$ cat config.mk
export PLATFORM = sky130hd
export DESIGN_NAME = rr_arbiter
export DESIGN_NICKNAME = d
export VERILOG_FILES = /design/src/rtl/rr_arbiter_pkg.sv /design/src/rtl/rr_arbiter_pick.sv /design/src/rtl/rr_arbiter.sv
export SDC_FILE = /design/constraint.sdc
export NUM_CORES = 1
export LEC_CHECK = 0
export BUFFER_PORTS_ARGS = -buffer_cell sky130_fd_sc_hd__buf_2
export CORE_MARGIN = 5
export CORE_UTILIZATION = 40
export CTS_BUF_LIST = sky130_fd_sc_hd__clkbuf_8
export DETAILED_ROUTE_END_ITERATION = 6
export GPL_ROUTABILITY_DRIVEN = 0
export PLACE_DENSITY = 0.57
export REMOVE_ABC_BUFFERS = 1
export SYNTH_ARGS = -nofsm -noshare
export SYNTH_HDL_FRONTEND = slang
export SYNTH_HIERARCHICAL = 1
export SYNTH_SLANG_ARGS = --single-unit
$ cat constraint.sdc
create_clock -name clk -period 3.6 [get_ports clk]
set_clock_uncertainty 0.05 [all_clocks]
set_input_delay 0.18 -clock clk [delete_from_list [all_inputs] [get_ports clk]]
set_output_delay 0.18 -clock clk [all_outputs]
set_load 0.005 [all_outputs]
$ cat src/rtl/rr_arbiter_pkg.sv
// Shared types and constants for the round-robin arbiter: FSM states,
// requester count, index/counter widths and a one-hot encoder helper.
package rr_arbiter_pkg;

  typedef enum logic {
    IDLE  = 1'b0,
    GRANT = 1'b1
  } state_e;

  localparam int NUM_REQ = 8;
  localparam int IDX_W   = 4;
  localparam int PTR_W   = 3;
  localparam int HOLD_W  = 4;

  localparam logic [IDX_W-1:0] IDX_NONE = 4'hF;

  // One-hot to binary; IDX_NONE when no bit is set.
  function automatic logic [IDX_W-1:0] onehot_to_idx(input logic [NUM_REQ-1:0] oh);
    logic [IDX_W-1:0] idx;
    idx = IDX_NONE;
    for (int i = 0; i < NUM_REQ; i++) begin
      if (oh[i]) idx = IDX_W'(i);
    end
    return idx;
  endfunction

endpackage

$ cat src/rtl/rr_arbiter_pick.sv
// Combinational rotating priority picker: first set req bit at or above ptr,
// wrapping from the top requester back to 0. Zero when nothing is requested.
module rr_pick
  import rr_arbiter_pkg::*;
(
  input  logic [NUM_REQ-1:0] req,
  input  logic [PTR_W-1:0]   ptr,
  output logic [NUM_REQ-1:0] pick
);

  logic [PTR_W-1:0] slot;

  always_comb begin
    // NOTE: every always_comb output gets a default first so no path leaves it unassigned (no latch).
    pick = '0;
    slot = '0;
    // Scan from the farthest offset down so the nearest requester wins last.
    for (int i = NUM_REQ - 1; i >= 0; i--) begin
      slot = ptr + PTR_W'(i);
      if (req[slot]) pick = NUM_REQ'(1) << slot;
    end
  end

endmodule

$ cat src/rtl/rr_arbiter.sv
// Round-robin arbiter with registered one-hot grant, release on done or
// dropped request, and a forced release with timeout pulse after MAX_HOLD cycles.
module rr_arbiter #(
  parameter int NUM_REQ  = 8,
  parameter int MAX_HOLD = 15
) (
  input  logic               clk,
  input  logic               rst,
  input  logic [NUM_REQ-1:0] req,
  input  logic               done,
  output logic [NUM_REQ-1:0] grant,
  output logic [3:0]         grant_idx,
  output logic               busy,
  output logic               timeout
);

  import rr_arbiter_pkg::*;

  state_e              state, state_nxt;
  logic [PTR_W-1:0]    ptr, ptr_nxt;
  logic [HOLD_W-1:0]   hold_cnt, hold_nxt;
  logic [NUM_REQ-1:0]  grant_nxt;
  logic                timeout_nxt;
  logic [NUM_REQ-1:0]  pick;
  logic                holder_req;
  logic                hold_limit;

  rr_pick u_pick (
    .req  (req),
    .ptr  (ptr),
    .pick (pick)
  );

  assign grant_idx  = onehot_to_idx(grant);
  assign busy       = (state == GRANT);
  assign holder_req = |(req & grant);
  assign hold_limit = (hold_cnt == HOLD_W'(MAX_HOLD - 1));

  always_comb begin
    state_nxt   = state;
    grant_nxt   = grant;
    ptr_nxt     = ptr;
    hold_nxt    = hold_cnt;
    timeout_nxt = 1'b0;

    unique case (state)
      IDLE: begin
        if (|req) begin
          state_nxt = GRANT;
          grant_nxt = pick;
          hold_nxt  = '0;
        end
      end

      GRANT: begin
        // A normal release wins over a simultaneous hold-limit expiry.
        if (done || !holder_req) begin
          state_nxt = IDLE;
          grant_nxt = '0;
          ptr_nxt   = grant_idx[PTR_W-1:0] + PTR_W'(1);
        end else if (hold_limit) begin
          state_nxt   = IDLE;
          grant_nxt   = '0;
          ptr_nxt     = grant_idx[PTR_W-1:0] + PTR_W'(1);
          hold_nxt    = hold_cnt + HOLD_W'(1);
          timeout_nxt = 1'b1;
        end else begin
          hold_nxt = hold_cnt + HOLD_W'(1);
        end
      end
    endcase
  end

  always_ff @(posedge clk or posedge rst) begin
    if (rst) begin
      state    <= IDLE;
      grant    <= '0;
      ptr      <= '0;
      hold_cnt <= '0;
      timeout  <= 1'b0;
    end else begin
      // NOTE: sequential state uses non-blocking assignments so all registers update from pre-edge values.
      state    <= state_nxt;
      grant    <= grant_nxt;
      ptr      <= ptr_nxt;
      hold_cnt <= hold_nxt;
      timeout  <= timeout_nxt;
    end
  end

endmodule
==> impl_metrics.json, run 1 <==
{
  "place_inst": 347,
  "synth.avg_cell_area_um2": 8.41,
  "crit_start": "ptr[1]",
  "clockBufferDepth": 2,
  "areaGrowthSynthToFinish_pct": 7.89,
  "die_area_um2": 7140,
  "yosysWarnings": 6,
  "setup_ws_ns": 0.686,
  "ant_nets": 0,
  "ys_ff_latch": 17,
  "timing.hold.worst.class": "input pin to flop",
  "die_h_um": 84.5,
  "post-dp-hpwl_um": 4800,
  "finalNetCount": 305,
  "finalSetupTns_ns": 0,
  "grt_max_degree": 18,
  "synth_edf_count": 0,
  "viasPerCell": 6.09,
  "insertion_delay_ns": 0.25,
  "path_class": "flop to flop",
  "cp.depth": 8,
  "core-area_um2": 5440,
  "placed_cell_area_um2": 2340,
  "cp.arrival_ns": 3.04,
  "synthCells": 264,
  "numPortBuffers": 24,
  "route.vias.total": 2143,
  "synth_cell_types": 58,
  "cts_tree": "yes",
  "ys_seq_area_share_pct": 19.2,
  "maxCapViolCount": 0,
  "r2r_cells": 8,
  "crit_chain": "buf_4 > mux2_2 > mux4_2 > nor4_4 > o221ai_1 > o21ai_1 > nand2_1 > a21oi_1",
  "crit_fanout": 13,
  "start_util_pct": 40.8,
  "min_to": "hold_cnt[2]",
  "power_density_nw_per_um2": 901,
  "min_from": "done",
  "finalSetupViolations": 0,
  "firstDrtPassIters": 5,
  "holdPathStages": 2,
  "reg2reg_to": "grant[5]",
  "grt_use_total_pct": 18.5,
  "fin_total_pwr_mw": 2.16,
  "gr-total-overflow": 0,
  "power_leakage_nw": 1.00,
  "syn_area_um2": 2220,
  "peakVddDrop_uv": 311,
  "drt_iter0_drc": 219,
  "r2r_start": "ptr[1]",
  "rsz0062_at_grt": "no",
  "grt_pass1_wl_um": 10900,
  "synthFlopType": "dfrtp_1",
  "cts_htree_levels": 1,
  "reg2reg_slack_ns": 0.69,
  "antenna_found_initial": 0,
  "worstSetupStartpointType": "flop",
  "ios": 25,
  "clock-sinks": 17,
  "path_delay_family": "multiplexers",
  "cpPeakStageDelay_ns": 0.63,
  "final_area_um2": 2400,
  "stdcell_count": 352,
  "period_minus_slack_ns": 2.91,
  "rows": 27,
  "max_slew_margin_pct": 53.8,
  "routed_wirelength_um": 6500,
  "wl_per_cell_um": 18.5,
  "drv_slew": 0,
  "drc_errors": 0,
  "cp.buffers_inverters": 1,
  "holdWs_ns": 0.116,
  "hold_viol": 0,
  "tightest_slew_ns": 0.691,
  "fmaxAchievable_mhz": 343,
  "cts-root-buf": "clkbuf_8",
  "cp-end-kind": "flop",
  "die_x_um": 84.5,
  "fin_util_pct": 44.1,
  "critPathSlowestCell": "mux4_2",
  "place_ws_ns": 0.737,
  "drive_above_1_share_pct": 18.6,
  "outcome": "finished, final reports clean",
  "diodes": 0,
  "async_reset_ff_share_pct": 100,
  "cts.clk_slew.worst_paths_ns": 0.07,
  "min_period_over_period_pct": 81.0,
  "critical_path_required_ns": 3.73,
  "numCtsBuffers": 3,
  "first_global_vias": 1985
}
-- synth_stat cells, types with 4 or more instances --
cell | n | area [µm²]
o21ai_1 | 4 | 20.0
clkbuf_1 | 6 | 22.5
ha_1 | 13 | 163
and2_1 | 5 | 31.3
a21o_1 | 5 | 37.5
o21ai_0 | 11 | 55.1
a21oi_1 | 22 | 110
mux4_2 | 6 | 135
a31oi_1 | 4 | 25.0
a22oi_1 | 12 | 90.1
a221o_1 | 4 | 40.0
o221ai_1 | 4 | 35.0
nor2_1 | 14 | 52.6
mux2_2 | 4 | 45.0
buf_6 | 4 | 45.0
mux2i_1 | 8 | 80.1
dfrtp_1 | 17 | 425
nand2_1 | 39 | 146
nor2b_1 | 7 | 43.8
nand2b_1 | 4 | 25.0
a22o_1 | 5 | 43.8
inv_1 | 10 | 37.5
nand3_1 | 4 | 20.0
buf_4 | 4 | 30.0
-- how the worst max path moves through the flow --
stage          endpoint
2_1_floorplan  grant[2]
3_3_place_gp   grant[6]
3_5_place_dp   grant[5]
4_1_cts        grant[5]
5_1_grt        grant[5]
6_report       grant[5]
-- what timing repair did --
item / CTS / global route
gates resized for setup: 0 / 0
hold buffers: 1 / 0
setup buffers: 0 / 0
endpoints found under the hold margin: 17 / 0
-- worst register-to-register path: stages (launching register included) --
cell and delay (ns):
dfrtp_1 0.46, buf_4 0.26, mux2_2 0.39, mux4_2 0.63
nor4_4 0.42, o221ai_1 0.18, o21ai_1 0.22, nand2_1 0.09
a21oi_1 0.14
-- state kept, by name, indices dropped and copies added, names as in the netlist --
register	cells
busy	1
grant	8
hold_cnt	4
ptr	3
timeout	1
-- report_power, final --
group / total, mW / internal (mW) / switching, mW
logic: 1.67 / 0.701 / 0.967
clock network: 0.141 / 0.0757 / 0.0649
registers: 0.351 / 0.248 / 0.103
total: 2.16 / 1.02 / 1.13
-- cell usage in the layout (no fill, tap or decap), types with 2 or more instances in the layout --
master	count
nand3b_1	2
a222oi_1	2
and3_1	3
a221o_1	4
inv_1	11
clkbuf_8	3
buf_2	24
and2b_1	2
a21oi_1	22
dfrtp_1	17
o21ai_1	4
nor2b_1	7
mux2i_1	8
nor2_1	14
ha_1	13
a311oi_1	2
a22oi_1	12
o21ai_0	11
nor3_1	2
and2_1	5
o221ai_1	4
mux4_2	6
a22o_1	5
a31oi_1	4
nand2_1	39
mux2_4	3
nor2_2	2
nand3_1	4
nor4_1	3
nand2b_1	4
o31ai_1	2
mux2_2	4
a21o_1	5
mux4_1	2
buf_4	3
-- cell type report --
type,instances,area (µm²)
Sequential cell,17,425
Clock buffer,3,41.3
Multi-Input combinational cell,221,1650
Clock inverter,1,3.75
Tap cell,72,90.1
Fill cell,543,3040
Timing Repair Buffer,28,153
Inverter,10,37.5
-- kinds of logic after synthesis --
| family | share of synthesized area (%) |
|---|---|
| and+or+nand+nor | 22.9 |
| xor gates and xnor gates | 0.394 |
| DFF | 19.2 |
| buffers and inverters | 6.76 |
| AOI/OAI and AO/OA | 27.3 |
| adders and majority gates | 7.32 |
| muxes | 16.1 |
-- layer usage --
metal / wire length, µm / vias to the layer above / part of all wire (%) / GRT usage, %
met5: 0 / - / 0 / 0
met3: 391 / 4 / 6.0 / 2.55
met2: 3050 / 83 / 47 / 28.5
li1: - / 1035 / - / -
met1: 3020 / 1021 / 47 / 27.9
met4: 36 / 0 / 0.55 / 2.88
Note: power is estimated with default switching activity, not from simulation.
==> run 2, diff against run 1 <==
--- a/config.mk
+++ b/config.mk
@@ -11,7 +11,7 @@
 export CTS_BUF_LIST = sky130_fd_sc_hd__clkbuf_8
 export DETAILED_ROUTE_END_ITERATION = 6
 export GPL_ROUTABILITY_DRIVEN = 0
-export PLACE_DENSITY = 0.57
+export PLACE_DENSITY = 0.59
 export REMOVE_ABC_BUFFERS = 1
 export SYNTH_ARGS = -nofsm -noshare
 export SYNTH_HDL_FRONTEND = slang
==> constraint.sdc (replaced) <==
create_clock -name clk -period 2.6 [get_ports clk]
set_clock_uncertainty 0.05 [all_clocks]
set_input_delay 0.13 -clock clk [delete_from_list [all_inputs] [get_ports clk]]
set_output_delay 0.13 -clock clk [all_outputs]
set_load 0.005 [all_outputs]
==> run 2 against run 1 <==
Effect of this change: count of clock-buffer cells in the layout stayed put; power is 64% higher; die area stayed put; worst setup slack worse by 0.65 ns; register-to-register slack worse by 0.65 ns; critical path type unchanged; highest routed layer unchanged; flip-flop and latch count stayed put; sequential power is 38% higher; final cell count is 9.1% higher.
==> impl_metrics.json, run 2 (synthesized netlist as in run 1, its figures left out) <==
{
  "crit_chain": "buf_6 > mux2_4 > mux4_2 > nor3_2 > nand2_1 > nand4bb_4 > o221ai_2 > nand2_1 > a21oi_1",
  "die_area_um2": 7140,
  "areaGrowthSynthToFinish_pct": 22.9,
  "numCtsBuffers": 3,
  "first_global_vias": 2260,
  "nFillCells": 523,
  "outcome": "finished, final reports clean",
  "finalNetCount": 337,
  "maxCapViolCount": 0,
  "period_minus_slack_ns": 2.57,
  "die_h_um": 84.5,
  "fmaxAchievable_mhz": 389,
  "max_slew_margin_pct": 56.9,
  "drive_above_1_share_pct": 30.8,
  "rsz0062_at_grt": "yes",
  "core-area_um2": 5440,
  "top_register": "grant",
  "final_cell_mix": "nand2_1 (38), buf_4 (33), buf_2 (24)",
  "grt_pass1_wl_um": 11300,
  "drc_errors": 0,
  "routed_wirelength_um": 6930,
  "grt_max_degree": 18,
  "ant_nets": 0,
  "grt_use_total_pct": 19.2,
  "setup_ws_ns": 0.0309,
  "clockBufferDepth": 2,
  "power_density_nw_per_um2": 1300,
  "firstDrtPassIters": 5,
  "finalSetupTns_ns": 0,
  "crit_fanout": 6,
  "cts_htree_levels": 1,
  "clock-sinks": 17,
  "gr-total-overflow": 0,
  "numPortBuffers": 24,
  "largest_register_ffs": 8,
  "cp.buffers_inverters": 1,
  "route.vias.total": 2372,
  "final_common_cell": "nand2_1",
  "die_x_um": 84.5,
  "cts.clk_slew.worst_paths_ns": 0.06,
  "power_leakage_nw": 1.18,
  "tightest_slew_ns": 0.646,
  "start_util_pct": 40.8,
  "post-dp-hpwl_um": 5240,
  "peakVddDrop_uv": 542,
  "viasPerCell": 6.18,
  "multi_input_area_um2": 1730,
  "place_ws_ns": -0.0756,
  "diodes": 0,
  "reg_top3": "grant (8), hold_cnt (4), ptr (3)",
  "cp.arrival_ns": 2.70,
  "critPathSlowestCell": "mux4_2",
  "holdWs_ns": 0.0643,
  "wl_per_cell_um": 18.0,
  "rows": 27,
  "finalSetupViolations": 0,
  "drt_iter0_drc": 222,
  "drv_slew": 0,
  "hold_viol": 0,
  "crit_top_cell": "nand2_1",
  "antenna_found_initial": 0,
  "timing.hold.worst.class": "input pin to flop",
  "fin_util_pct": 50.2,
  "insertion_delay_ns": 0.25,
  "regArea_um2": 427,
  "cpPeakStageDelay_ns": 0.58,
  "critical_path_required_ns": 2.73,
  "cts-root-buf": "clkbuf_8",
  "min_period_over_period_pct": 98.8,
  "cp-end-kind": "flop",
  "cts_tree": "yes",
  "path_class": "flop to flop",
  "path_delay_family": "multiplexers",
  "worstSetupStartpointType": "flop",
  "ios": 25
}
==> run 2: per-layer routing <==
metal	track usage, %	part of all wire, %
met1	27.0	46
met3	4.51	6.1
met4	5.61	2.5
met2	29.2	46
met5	0	0
==> run 2: repair_timing <==
| item | 4_1_cts | 5_1_grt |
|---|---|---|
| hold endpoints to repair | 17 | 0 |
| pin swaps | 0 | 9 |
| gates resized for setup | 8 | 11 |
| hold buffers | 1 | 0 |
| endpoints found under the setup margin | 3 | 8 |
| buffers inserted | 2 | 0 |
==> run 2: final timing paths <==
path / depth (start not counted) / from / slack (ns) / end
setup / recovery: 9 / ptr[1] / 0.03 / grant[1]
hold / removal: 2 / done / 0.06 / hold_cnt[2]
setup reg to reg: 9 / ptr[1] / 0.03 / grant[1]
hold reg to reg: 1 / hold_cnt[3] / 0.48 / hold_cnt[3]
max in group asynchronous: 3 / rst / 1.59 / ptr[1]
min in group asynchronous: 3 / rst / 0.46 / grant[0]
==> run 2: power breakdown <==
part / switching (mW) / leakage (nW) / internal, mW
combinational: 1.53 / 0.925 / 1.34
clock: 0.0874 / 0.0269 / 0.105
sequential: 0.139 / 0.229 / 0.344
==> run 2: worst register-to-register path: cells and delay by family (launching register included) <==
kind                   cells  cell delay, ns
multiplexers               2            0.88
AO/OA/AOI/OAI              2            0.36
AND/OR/NAND/NOR            4            0.65
buffers and inverters      1            0.14
flip-flops                 1            0.43
==> run 2: final cells by class <==
type,count,share of cell area (%)
repair buffers,60,14.7
flip-flops and latches,17,15.6
inverters,10,1.38
multi-input cells,221,63.4
well taps,72,3.30
clock buffers,3,1.51
clock inverters,1,0.138
==> run 2: per-stage QoR <==
step	std cells	cell area, µm²	total power, mW
finish	384	2730	3.55
global route	384	2730	3.83
CTS	384	2680	3.41
detailed placement	377	2570	3.11
global placement	377	2570	3.13
floorplan	248	2110	2.11
==> run 3, diff against run 2 <==
--- a/config.mk
+++ b/config.mk
@@ -9,10 +9,13 @@
 export CORE_MARGIN = 5
 export CORE_UTILIZATION = 40
 export CTS_BUF_LIST = sky130_fd_sc_hd__clkbuf_8
+export CTS_CLUSTER_DIAMETER = 120
 export DETAILED_ROUTE_END_ITERATION = 6
 export GPL_ROUTABILITY_DRIVEN = 0
 export PLACE_DENSITY = 0.59
+export RECOVER_POWER = 100
 export REMOVE_ABC_BUFFERS = 1
+export SKIP_LAST_GASP = 1
 export SYNTH_ARGS = -nofsm -noshare
 export SYNTH_HDL_FRONTEND = slang
 export SYNTH_HIERARCHICAL = 1
==> run 3 against run 2 <==
Effect of this change: global-route usage stayed put; first-iteration DRC count is 21% higher; hold slack better by 0.0031 ns; final cell count stayed put; via count is 0.97% lower; sequential power hardly changed; combinational power is 3% lower; routed wire length is 1.0% lower; power is 2.5% lower.
==> impl_metrics.json, run 3 (synthesized netlist as in run 1, its figures left out) <==
{
  "peakVddDrop_uv": 531,
  "p_sw_mw": 1.73,
  "antenna_found_initial": 0,
  "viasPerCell": 6.12,
  "fin_total_pwr_mw": 3.46,
  "areaGrowthSynthToFinish_pct": 21.6,
  "hold_viol": 0,
  "cp.buffers_inverters": 1,
  "fmaxAchievable_mhz": 390,
  "numCtsBuffers": 3,
  "critPathSlowestCell": "mux4_2",
  "cts-root-buf": "clkbuf_8",
  "numPortBuffers": 24,
  "cts.clk_slew.worst_paths_ns": 0.06,
  "drc_errors": 0,
  "core-area_um2": 5440,
  "timing.hold.worst.class": "input pin to flop",
  "cts_tree": "yes",
  "largest_register_ffs": 8,
  "cp-end-kind": "flop",
  "grt_use_total_pct": 19.2,
  "finalSetupViolations": 0,
  "crit_start": "ptr[1]",
  "highest_layer": "met4",
  "first_global_vias": 2260,
  "path_class": "flop to flop",
  "wl_per_cell_um": 17.8,
  "drv_slew": 0,
  "clock-sinks": 17,
  "final_cell_mix": "nand2_1 (39), buf_4 (32), a21oi_1 (22)",
  "worstSetupStartpointType": "flop",
  "maxCapViolCount": 0,
  "routed-wl-met3_um": 373,
  "crit_chain": "buf_6 > mux2_4 > mux4_2 > nor3_2 > nand2_1 > nand4bb_4 > o221ai_2 > nand2_1 > a21oi_1",
  "cpPeakStageDelay_ns": 0.57,
  "routed_wirelength_um": 6850,
  "clkPwrFrac_pct": 5.6,
  "critical_path_required_ns": 2.73,
  "top_register": "grant",
  "power_leakage_nw": 1.16,
  "reg_top3": "grant (8), hold_cnt (4), ptr (3)",
  "cts_htree_levels": 1,
  "crit_fanout": 6,
  "cp.arrival_ns": 2.69,
  "r2r_cells": 9,
  "max_slew_margin_pct": 56.8,
  "cp-endpoint": "grant[1]",
  "rows": 27,
  "firstDrtPassIters": 5,
  "min_period_over_period_pct": 98.6,
  "final_common_cell": "nand2_1",
  "gr-total-overflow": 0,
  "p_int_mw": 1.73,
  "stdcell_count": 384,
  "wl_met1_um": 3150,
  "tightest_slew_ns": 0.647,
  "die_x_um": 84.5,
  "die_area_um2": 7140,
  "reg2reg_to": "grant[1]",
  "route.vias.total": 2349,
  "ios": 25,
  "drive_above_1_share_pct": 27.9,
  "reg2reg_slack_ns": 0.04,
  "outcome": "finished, final reports clean",
  "seqPwrFrac_pct": 14.0,
  "grt_pass1_wl_um": 11300,
  "rsz0062_at_grt": "yes",
  "crit_top_cell": "nand2_1",
  "sw_frac_of_total_pct": 50.0,
  "period_minus_slack_ns": 2.56,
  "clockBufferDepth": 2,
  "nFillCells": 527,
  "power_density_nw_per_um2": 1280,
  "met2_length_um": 3150,
  "start_util_pct": 40.8,
  "diodes": 0,
  "ant_nets": 0,
  "grt_max_degree": 18,
  "insertion_delay_ns": 0.25,
  "r2r_start": "ptr[1]",
  "p_comb_share_pct": 80.4,
  "place_inst": 377,
  "cp.depth": 9,
  "die_h_um": 84.5,
  "finalNetCount": 337,
  "post-dp-hpwl_um": 5240,
  "holdPathStages": 2,
  "drt_iter0_drc": 268,
  "path_delay_family": "multiplexers"
}
run 3: power by group through the flow:
stage | registers (mW) | logic, mW | clock network [mW]
after floorplan | 0.496 | 1.61 | 0
after global placement | 0.483 | 2.64 | 0
after detailed placement | 0.488 | 2.62 | 0
after CTS | 0.482 | 2.72 | 0.198
after global routing | 0.501 | 3.02 | 0.214
final | 0.484 | 2.78 | 0.193
run 3: worst min-delay path by stage:
stage	startpoint	end	slack [ns]
after floorplan	rst	busy	0.006
after global placement	rst	grant[0]	0.21
after detailed placement	rst	grant[0]	0.21
after CTS	done	hold_cnt[2]	0.06
after global routing	done	hold_cnt[2]	0.08
final	done	hold_cnt[2]	0.07
run 3: what timing repair did:
item	4_1_cts	5_1_grt
buffers inserted	2	0
setup endpoints to repair	3	8
pin swaps	0	9
resized for setup	7	8
hold buffers	1	0
hold endpoints to repair	17	0
run 3: per-stage QoR:
stage	hold slack, ns	utilization (%)	setup slack (ns)	instance area [µm²]	setup TNS [ns]
2_1_floorplan	0.00607	-	-0.190	2110	-0.920
3_3_place_gp	0.213	47.2	-0.113	2570	-0.208
3_5_place_dp	0.205	47.2	-0.0756	2570	-0.140
4_1_cts	0.0620	49.3	-0.0241	2680	-0.0241
5_1_grt	0.0797	49.6	-0.0431	2700	-0.178
6_report	0.0674	49.6	0.0372	2700	0
run 3: cell type report:
cell class	count	area (µm²)	area share, %
repair buffers	60	395	14.6
well taps	72	90.1	3.34
multi-input cells	221	1710	63.2
clock buffers	3	41.3	1.53
flip-flops and latches	17	427	15.8
clock inverters	1	3.75	0.139
inverters	10	37.5	1.39
run 3: routing by layer:
layer | track usage (%) | vias up
met5 | 0 | -
met4 | 5.61 | 0
met3 | 4.51 | 25
met2 | 29.2 | 97
met1 | 27.0 | 1132
li1 | - | 1095
